[config.mk]
export PLATFORM = sky130hd
export DESIGN_NAME = apuf_eval_ctrl
export DESIGN_NICKNAME = d
export VERILOG_FILES = /design/src/rtl/apuf_eval_ctrl.sv
export SDC_FILE = /design/constraint.sdc
export NUM_CORES = 1
export LEC_CHECK = 0
export CORE_MARGIN = 8
export CORE_UTILIZATION = 52
export CTS_CLUSTER_DIAMETER = 120
export DETAILED_ROUTE_END_ITERATION = 12
export PLACE_DENSITY = 0.82
export SLEW_MARGIN = 25
export SYNTH_ARGS = -nofsm -noshare
export SYNTH_HDL_FRONTEND = slang
export SYNTH_SLANG_ARGS = --single-unit
[constraint.sdc]
create_clock -name clock -period 1.8 [get_ports clock]
set_input_delay 0.54 -clock clock [delete_from_list [all_inputs] [get_ports clock]]
set_output_delay 0.54 -clock clock [all_outputs]
set_load 0.1 [all_outputs]
[src/rtl/apuf_eval_ctrl.sv]
// Evaluation sequencer for one arbiter-PUF instance: drives challenge, arbiter reset and race pulse,
// repeats NUM_EVAL evaluations and returns the majority-voted response bit with its ones-count.
module apuf_eval_ctrl #(
  parameter int unsigned CHAL_W         = 8,
  parameter int unsigned NUM_EVAL       = 7,
  parameter int unsigned ARB_RST_CYCLES = 2,
  parameter int unsigned SETTLE_CYCLES  = 4,
  parameter int unsigned TIMEOUT        = 255
) (
  input  logic              clock,
  input  logic              reset_n,
  input  logic              chal_valid,
  output logic              chal_ready,
  input  logic [CHAL_W-1:0] chal_data,
  output logic              resp_valid,
  input  logic              resp_ready,
  output logic              resp_bit,
  output logic [3:0]        resp_ones,
  output logic              resp_error,
  output logic [CHAL_W-1:0] puf_challenge,
  output logic              puf_pulse,
  output logic              puf_reset,
  input  logic              puf_result,
  input  logic              puf_done
);

  localparam int unsigned PhMax = (ARB_RST_CYCLES > SETTLE_CYCLES) ? ARB_RST_CYCLES : SETTLE_CYCLES;
  localparam int unsigned PhW   = (PhMax > 1) ? $clog2(PhMax) : 1;
  localparam int unsigned TmoW  = $clog2(TIMEOUT + 1);

  typedef enum logic [2:0] {
    StIdle,
    StArbRst,
    StSettle,
    StWaitDone,
    StResult
  } state_e;

  state_e            state_q, state_d;
  logic [PhW-1:0]    phase_q, phase_d;
  logic [TmoW-1:0]   tmo_q, tmo_d;
  logic [3:0]        eval_q, eval_d;
  logic [3:0]        ones_q, ones_d;
  logic              err_q, err_d;
  logic [CHAL_W-1:0] chal_q, chal_d;
  logic [1:0]        done_sync_q, result_sync_q;
  logic              chal_ready_q, resp_valid_q, puf_reset_q, puf_pulse_q;
  logic              done_s, result_s;

  assign done_s   = done_sync_q[1];
  assign result_s = result_sync_q[1];

  always_comb begin
    state_d = state_q;
    phase_d = phase_q;
    tmo_d   = tmo_q;
    eval_d  = eval_q;
    ones_d  = ones_q;
    err_d   = err_q;
    chal_d  = chal_q;
    unique case (state_q)
      StIdle: begin
        if (chal_valid && chal_ready_q) begin
          chal_d  = chal_data;
          ones_d  = '0;
          eval_d  = '0;
          err_d   = 1'b0;
          phase_d = '0;
          state_d = StArbRst;
        end
      end
      StArbRst: begin
        if (phase_q == PhW'(ARB_RST_CYCLES - 1)) begin
          phase_d = '0;
          state_d = StSettle;
        end else begin
          phase_d = phase_q + 1'b1;
        end
      end
      StSettle: begin
        if (phase_q == PhW'(SETTLE_CYCLES - 1)) begin
          phase_d = '0;
          tmo_d   = '0;
          state_d = StWaitDone;
        end else begin
          phase_d = phase_q + 1'b1;
        end
      end
      StWaitDone: begin
        tmo_d = tmo_q + 1'b1;
        // A done arriving on the timeout cycle still counts as a valid evaluation.
        if (done_s) begin
          ones_d  = ones_q + 4'(result_s);
          eval_d  = eval_q + 4'd1;
          state_d = (eval_d == 4'(NUM_EVAL)) ? StResult : StArbRst;
        end else if (tmo_q == TmoW'(TIMEOUT - 1)) begin
          err_d   = 1'b1;
          state_d = StResult;
        end
      end
      StResult: begin
        if (resp_ready) begin
          err_d   = 1'b0;
          state_d = StIdle;
        end
      end
      default: state_d = StIdle;
    endcase
  end

  // Handshake and PUF control outputs are registered from the next state so they switch
  // together with the state register and stay glitch-free toward the analog core.
  always_ff @(posedge clock or negedge reset_n) begin
    if (!reset_n) begin
      state_q       <= StIdle;
      phase_q       <= '0;
      tmo_q         <= '0;
      eval_q        <= '0;
      ones_q        <= '0;
      err_q         <= 1'b0;
      chal_q        <= '0;
      done_sync_q   <= '0;
      result_sync_q <= '0;
      chal_ready_q  <= 1'b0;
      resp_valid_q  <= 1'b0;
      puf_reset_q   <= 1'b1;
      puf_pulse_q   <= 1'b0;
    end else begin
      state_q       <= state_d;
      phase_q       <= phase_d;
      tmo_q         <= tmo_d;
      eval_q        <= eval_d;
      ones_q        <= ones_d;
      err_q         <= err_d;
      chal_q        <= chal_d;
      done_sync_q   <= {done_sync_q[0], puf_done};
      result_sync_q <= {result_sync_q[0], puf_result};
      chal_ready_q  <= (state_d == StIdle);
      resp_valid_q  <= (state_d == StResult);
      puf_reset_q   <= (state_d == StIdle) || (state_d == StArbRst) || (state_d == StResult);
      puf_pulse_q   <= (state_d == StWaitDone);
    end
  end

  assign chal_ready    = chal_ready_q;
  assign resp_valid    = resp_valid_q;
  assign puf_challenge = chal_q;
  assign puf_reset     = puf_reset_q;
  assign puf_pulse     = puf_pulse_q;
  assign resp_ones     = resp_valid_q ? ones_q : 4'd0;
  assign resp_error    = resp_valid_q & err_q;
  assign resp_bit      = resp_valid_q && !err_q && (ones_q > 4'(NUM_EVAL / 2));

endmodule

==> flow_summary.yaml, run 1 <==
run_status:
  outcome: "complete, but fails checks"
  failed_checks: "setup timing"
drt:
  routed_wl_um: 4310
  routed_wire_length_per_instance_um: 16.5
  route.detailed.drc: 0
  drtAntennaViolNets: 0
  drt-pass1-iter-count: 4
  detailroute.via_count: 1469
  initialDrtViolationCount: 60
  detail_route.vias_per_cell: 5.63
grt:
  wire_length_of_the_first_global_routing_pass_um: 7440
  global_route.usage.total_pct: 15.4
  grt_pass1_vias: 1584
  grt_start_max_net_pins: 21
  antenna_found_initial: 0
  global_route.overflow_total: 0
final_layout:
  syn_to_final_growth_pct: 37.0
  diodes: 0
  post-route-cell-area_um2: 2580
  drive_gt1_share_pct: 28.6
  stdcell_count: 261
  fillers: 259
  finish.net_count: 235
synth:
  syn-cell-area_um2: 1890
  synth-simple-area-share_pct: 18.8
  synth_edf_count: 0
  synth.net_count: 192
  ys_ff_latch: 38
  synth_seq_area_share_pct: 50.5
  yosysMostFrequentCell: "sky130_fd_sc_hd__dfrtp_1"
  fraction_of_post_synthesis_cell_area_in_the_top_cell_type_by_area_pct: 49.1
  number_of_warning_messages_in_the_yosys_log: 0
  synth.cells.most_frequent: "sky130_fd_sc_hd__dfrtp_1, sky130_fd_sc_hd__nand2_1, sky130_fd_sc_hd__nor2_1"
  synth_area_per_cell_um2: 11.2
  post_synth_inst_count: 169
  synth_adder_area_share_pct: 5.97
  synthDominantAreaCellType: "sky130_fd_sc_hd__dfrtp_1"
  main_combinational_cell_family_by_area_after_synthesis: "simple AND/OR/NAND/NOR gates"
  synth-compound-area-share_pct: 13.7
  async_reset_ff_share_pct: 100
  netlist-cell-type-count: 42
  synth-main-ff-cell: "sky130_fd_sc_hd__dfrtp_1"
  synth.mux.area_fraction_pct: 5.84
  synth_xor_xnor_area_share_pct: 1.39
  ys_top_cells_by_area: "sky130_fd_sc_hd__dfrtp_1, sky130_fd_sc_hd__ha_1, sky130_fd_sc_hd__mux2_2"
hold_path:
  min-delay-path-class: "input pin to asynchronous set/reset pin"
placed_design:
  placed_cells_incl_taps: 249
  routabilityCongestion: 0.795
  buffer_ports.inserted: 31
  dp_hpwl_um: 3230
  placedInstanceArea_um2: 2460
critical_path:
  cp-start-kind: "register"
  crit_chain: "and2_4 > nor2_4 > nor2_4 > buf_12"
  worst_setup_path_end_kind: "output pin"
  worst_path_buf_inv: 1
  critical_path_cell_count: 4
  worst-r2r-cell-count: 4
  crit_top_cell: "sky130_fd_sc_hd__nor2_4"
  critical_path.top_delay_family: "flip-flops"
  max_stage_delay_ns: 0.52
  setup.worst_path.class: "register to output pin"
  cp_max_fo: 4
  timing.critical_path.required_ns: 1.26
  crit_path_slowest_cell: "sky130_fd_sc_hd__dfrtp_4"
  timing.critical_path.arrival_ns: 1.34
pwr:
  power.leakage_nw: 1.18
  peakVddDrop_uv: 1330
  post-layout-total-power_w: 0.00439
  power_density_nw_per_um2: 1700
sta:
  period_minus_slack_ns: 1.88
  fin_crit_sh_pct: 105
  finalHoldViolCount: 0
  max_clock_freq_ghz: 0.532
  slew_viol_final: 0
  final_critical_path_setup_slack_ns: -0.0814
  total_negative_setup_slack_ns: -0.229
  slew-limit-headroom_pct: 61.5
  final.setup_skew_ns: 0.0101
  setup_repair_after_global_routing_missed_its_margin: "true"
  setup_viol_count_final: 6
  holdWs_ns: 0.152
  worstMarginPinSlew_ns: 0.578
run:
  timing.max_cap.violations: 0
die:
  die_area_um2: 5810
  core_um2: 3580
  die_w_um: 76.2
  rows: 22
  floorplan.initialDensity_pct: 52.7
  io-pin-count: 32
  die_y_um: 76.2
clock_tree:
  cts.root.buffer_cell: "sky130_fd_sc_hd__clkbuf_4"
  cts.htree.levels: 2
  cts_sinks: 38
  cts_tree: "yes"
  hold_buffers: 0
  clk_transition_reported_paths_ns: 0.12
  cts-buffers-inserted: 5
  clock_tree.buffer_depth: 2
  clock_latency_ns: 0.34
placed cells by master, fill, tap and decap left out, types with 3 or more instances in the layout:
cell type,n
sky130_fd_sc_hd__a21oi_1,6
sky130_fd_sc_hd__and2_4,5
sky130_fd_sc_hd__buf_12,18
sky130_fd_sc_hd__buf_4,7
sky130_fd_sc_hd__buf_6,3
sky130_fd_sc_hd__clkbuf_4,5
sky130_fd_sc_hd__clkdlybuf4s50_1,12
sky130_fd_sc_hd__dfrtp_1,35
sky130_fd_sc_hd__ha_1,9
sky130_fd_sc_hd__inv_1,8
sky130_fd_sc_hd__mux2_2,8
sky130_fd_sc_hd__nand2_1,14
sky130_fd_sc_hd__nand3_1,6
sky130_fd_sc_hd__nand4_1,4
sky130_fd_sc_hd__nand4b_1,4
sky130_fd_sc_hd__nor2_1,11
sky130_fd_sc_hd__o21ai_0,8
sky130_fd_sc_hd__o21ai_1,3
sky130_fd_sc_hd__o22ai_1,3
sky130_fd_sc_hd__o31ai_1,4
sky130_fd_sc_hd__xor2_1,3
per-stage QoR:
| stage | setup WS (ns) | utilization, % |
|---|---|---|
| floorplan | -0.334 | - |
| global placement | -0.139 | 68.8 |
| detailed placement | -0.167 | 68.8 |
| CTS | -0.0907 | 72.2 |
| global route | -0.136 | 72.2 |
| finish | -0.0814 | 72.2 |
state kept, by name, summed over array words and instances (netlist names):
signal / count
puf_challenge: 8
tmo_q: 8
eval_q: 4
ones_q: 4
state_q: 3
done_sync_q: 2
phase_q: 2
result_sync_q: 2
chal_ready: 1
err_q: 1
puf_pulse: 1
puf_reset: 1
resp_valid: 1
per-layer routing:
| layer | track usage [%] | vias to the layer above | wire length, um |
|---|---|---|---|
| met3 | 5.90 | 5 | 274 |
| met1 | 16.6 | 729 | 1750 |
| met2 | 27.0 | 41 | 2230 |
| li1 | - | 694 | - |
| met4 | 4.62 | 0 | 53 |
| met5 | 0 | - | 0 |
cell families (layout without fill, tap and decap cells):
logic type / count (synthesis) / in the layout
xor+xnor: 3 / 3
flops: 38 / 38
simple gates: 59 / 59
buf+inv: 13 / 57
compound gates: 37 / 37
mux: 10 / 10
fa+ha+maj: 9 / 9
what timing repair did:
item / 4_1_cts / 5_1_grt
gates cloned: 0 / 0
setup endpoints to repair: 2 / 7
hold endpoints to repair: 0 / 0
resized for setup: 5 / 0
setup buffers: 4 / 0
pin swaps: 3 / 0
final cells by class:
type	count	area, um2	area share [%]
multi-input combinational	118	887	34.3
tap	48	60.1	2.32
timing repair buffer	41	572	22.1
clock inverter	3	40.0	1.55
clock buffer	5	37.5	1.45
sequential	38	957	37.0
inverter	8	30.0	1.16
worst paths after layout:
kind	startpoint	end	slack [ns]
max	resp_valid	resp_bit	-0.08
max reg2reg	state_q[1]	eval_q[2]	0.17
max in group asynchronous	reset_n	puf_reset	1.37
min reg2reg	done_sync_q[0]	done_sync_q[1]	0.36
min in group clock	done_sync_q[0]	done_sync_q[1]	0.36
min	reset_n	tmo_q[4]	0.15
power breakdown:
group	switching (W)	internal [W]
registers	0.000370	0.00111
logic	0.00142	0.000924
clock network	0.000278	0.000288
Note: power is estimated with default switching activity, not from simulation.
==> inputs of run 2 (changes only) <==
--- a/config.mk
+++ b/config.mk
@@ -5,6 +5,7 @@
 export SDC_FILE = /design/constraint.sdc
 export NUM_CORES = 1
 export LEC_CHECK = 0
+export ABC_AREA = 1
 export CORE_MARGIN = 8
 export CORE_UTILIZATION = 52
 export CTS_CLUSTER_DIAMETER = 120
==> constraint.sdc (replaced) <==
create_clock -name clock -period 1.8 [get_ports clock]
set_input_delay 0.27 -clock clock [delete_from_list [all_inputs] [get_ports clock]]
set_output_delay 0.27 -clock clock [all_outputs]
set_load 0.1 [all_outputs]
==> run 2 against run 1 <==
Compared with the run above: the flow now finishes without violations; flip-flop and latch count unchanged; non-clock buffer count decreased by 6; clock power decreased by 16%; clock skew fell by 0.0060 ns; synthesized area up 0.66%; power down 18%; largest cell class unchanged; fmax grew 22%; count of clock-buffer cells in the layout up 1; final cell count is 21% higher; via count grew 5.2%; sequential share of layout area is 2.3 points higher; critical endpoint unchanged.
==> flow_summary.yaml, run 2 <==
grt:
  antenna_found_initial: 0
  global_route.usage.total_pct: 13.7
  wire_length_of_the_first_global_routing_pass_um: 6510
  global_route.overflow_total: 0
  grt_start_max_net_pins: 27
  grt_pass1_vias: 1494
synth:
  ys_top_cells_by_area: "sky130_fd_sc_hd__dfrtp_1, sky130_fd_sc_hd__nand2_1, sky130_fd_sc_hd__inv_1"
  synth_seq_area_share_pct: 50.2
  synth.cells.most_frequent: "sky130_fd_sc_hd__nand2_1, sky130_fd_sc_hd__dfrtp_1, sky130_fd_sc_hd__inv_1"
  number_of_warning_messages_in_the_yosys_log: 0
  fraction_of_post_synthesis_cell_area_in_the_top_cell_type_by_area_pct: 48.8
  synth_area_per_cell_um2: 8.36
  async_reset_ff_share_pct: 100
  synth.net_count: 250
  post_synth_inst_count: 227
  yosysMostFrequentCell: "sky130_fd_sc_hd__nand2_1"
  synth-main-ff-cell: "sky130_fd_sc_hd__dfrtp_1"
  synthDominantAreaCellType: "sky130_fd_sc_hd__dfrtp_1"
  synth_edf_count: 0
  syn-cell-area_um2: 1900
  netlist-cell-type-count: 26
  ys_ff_latch: 38
clock_tree:
  postCtsResizedCells: 0
  cts.root.buffer_cell: "sky130_fd_sc_hd__clkbuf_4"
  clock_tree.buffer_depth: 2
  cts_tree: "yes"
  cts-buffers-inserted: 5
  cts_sinks: 38
  clk_transition_reported_paths_ns: 0.11
  cts.htree.levels: 2
  clock_latency_ns: 0.34
die:
  die_w_um: 76.4
  die_area_um2: 5840
  die_y_um: 76.4
  core_um2: 3580
  io-pin-count: 32
  floorplan.initialDensity_pct: 53.0
  rows: 22
pwr:
  peakVddDrop_uv: 960
  power.switching_fraction_pct: 51.1
  power_density_nw_per_um2: 1490
  power.net_switching_w: 0.00184
  clock_network_fraction_of_total_power_pct: 13.1
  internal_power_w: 0.00176
  combPwrFrac_pct: 50.2
  power.leakage_nw: 1.23
  power.sequential.fraction_pct: 36.7
sta:
  final_critical_path_setup_slack_ns: 0.255
  worstMarginPinSlew_ns: 0.569
  period_minus_slack_ns: 1.54
  fin_crit_sh_pct: 85.8
  slew-limit-headroom_pct: 62.0
  holdWs_ns: 0.356
  setup_viol_count_final: 0
  setup_repair_after_global_routing_missed_its_margin: "false"
  finalHoldViolCount: 0
  slew_viol_final: 0
  final.setup_skew_ns: 0.00415
  max_clock_freq_ghz: 0.647
placed_design:
  dp_hpwl_um: 2990
  worst_setup_timing_slack_at_the_placement_stage_ns: 0.283
  buffer_ports.inserted: 31
  routabilityCongestion: 0.813
critical_path:
  cp-start-kind: "register"
  timing.critical_path.required_ns: 1.53
  cp_max_fo: 6
  timing.critical_path.arrival_ns: 1.27
  setup.worst_path.class: "register to output pin"
  crit_path_slowest_cell: "sky130_fd_sc_hd__dfrtp_2"
  critical_path.top_delay_family: "flip-flops"
  worst_path_buf_inv: 1
  crit_chain: "nand2_1 > a21oi_4 > buf_12"
  max_stage_delay_ns: 0.44
  worst_setup_path_end_kind: "output pin"
final_layout:
  final_cell_mix: "sky130_fd_sc_hd__nand2_1, sky130_fd_sc_hd__inv_1, sky130_fd_sc_hd__dfrtp_1, sky130_fd_sc_hd__o21ai_0, sky130_fd_sc_hd__nand3_1"
  drive_gt1_share_pct: 18.3
  multi_input_area_um2: 779
  sequential_cell_area_um2: 953
  diodes: 0
  finish.net_count: 290
  final_common_cell: "sky130_fd_sc_hd__nand2_1"
  fillers: 279
  syn_to_final_growth_pct: 27.7
drt:
  routed_wire_length_per_instance_um: 12.2
  routed_wl_um: 3870
  amount_of_wire_on_met2_after_detailed_routing_um: 1930
  detail_route.vias_per_cell: 4.89
  wirelength_met1_um: 1690
  met3_wirelength_um: 149
  drt-pass1-iter-count: 4
  detailroute.via_count: 1546
  top_sig_layer: "met4"
  drtAntennaViolNets: 0
  route.detailed.drc: 0
  initialDrtViolationCount: 80
hold_path:
  min-delay-path-class: "input pin to register"
run:
  timing.max_cap.violations: 0
run_status:
  outcome: "complete, no violations"
[run 2: through the flow]
| stage | power [W] | cell area (um2) | instances | util (%) | setup TNS [ns] |
|---|---|---|---|---|---|
| 2_1_floorplan | 0.00268 | 1910 | 227 | - | -0.000631 |
| 3_3_place_gp | 0.00311 | 2350 | 307 | 65.7 | 0 |
| 3_5_place_dp | 0.00315 | 2350 | 307 | 65.7 | 0 |
| 4_1_cts | 0.00363 | 2420 | 316 | 67.7 | 0 |
| 5_1_grt | 0.00380 | 2420 | 316 | 67.7 | 0 |
| 6_report | 0.00360 | 2420 | 316 | 67.7 | 0 |
[run 2: per-layer routing]
layer / up-vias / global-route usage [%]
met3: 9 / 3.07
met5: - / 0
met1: 706 / 14.0
li1: 797 / -
met4: 0 / 8.46
met2: 34 / 24.6
[run 2: area by class of cell]
type	instances	area share [%]
Timing Repair Buffer	35	16.7
Clock inverter	2	0.516
Multi-Input combinational cell	144	32.2
Tap cell	48	2.48
Clock buffer	6	2.12
Inverter	43	6.66
Sequential cell	38	39.3
[run 2: worst register-to-register path: stages, from the launching register on]
cell                      delay (ns)
sky130_fd_sc_hd__dfrtp_1        0.48
sky130_fd_sc_hd__nor2_2         0.19
sky130_fd_sc_hd__inv_2          0.06
sky130_fd_sc_hd__nor2_2         0.11
sky130_fd_sc_hd__nand3_2        0.17
sky130_fd_sc_hd__buf_4          0.24
sky130_fd_sc_hd__o21ai_0        0.19
[run 2: cell families after synthesis]
family,synth area share [%]
and+or+nand+nor,24.5
buffers and inverters,9.36
DFF,50.2
AOI/OAI and AO/OA,9.56
adders and majority gates,5.93
xor gates and xnor gates,0.462
[run 2: final timing paths]
path / start / endpoint / slack, ns / cells after the start
max in group asynchronous: reset_n / puf_reset / 0.76 / 3
worst min register to register: done_sync_q[0] / done_sync_q[1] / 0.36 / 0
worst min-delay path: puf_done / done_sync_q[0] / 0.36 / 1
min in group asynchronous: reset_n / tmo_q[2] / 0.44 / 2
worst max-delay path: resp_valid / resp_bit / 0.26 / 3
worst max register to register: state_q[1] / puf_challenge[3] / 0.28 / 6
[run 2: repair_timing]
action,in CTS,in global routing
hold buffers,1,0
hold endpoints to repair,24,0
setup endpoints to repair,0,0
buffers inserted,0,0
[run 2: power by group through the flow]
stage                     clock (W)  sequential (W)  combinational, W
final                      0.000473         0.00132           0.00181
after CTS                  0.000487         0.00132           0.00182
after floorplan                   0         0.00208          0.000599
after global routing       0.000517         0.00136           0.00192
after detailed placement          0         0.00133           0.00181
after global placement            0         0.00132           0.00178
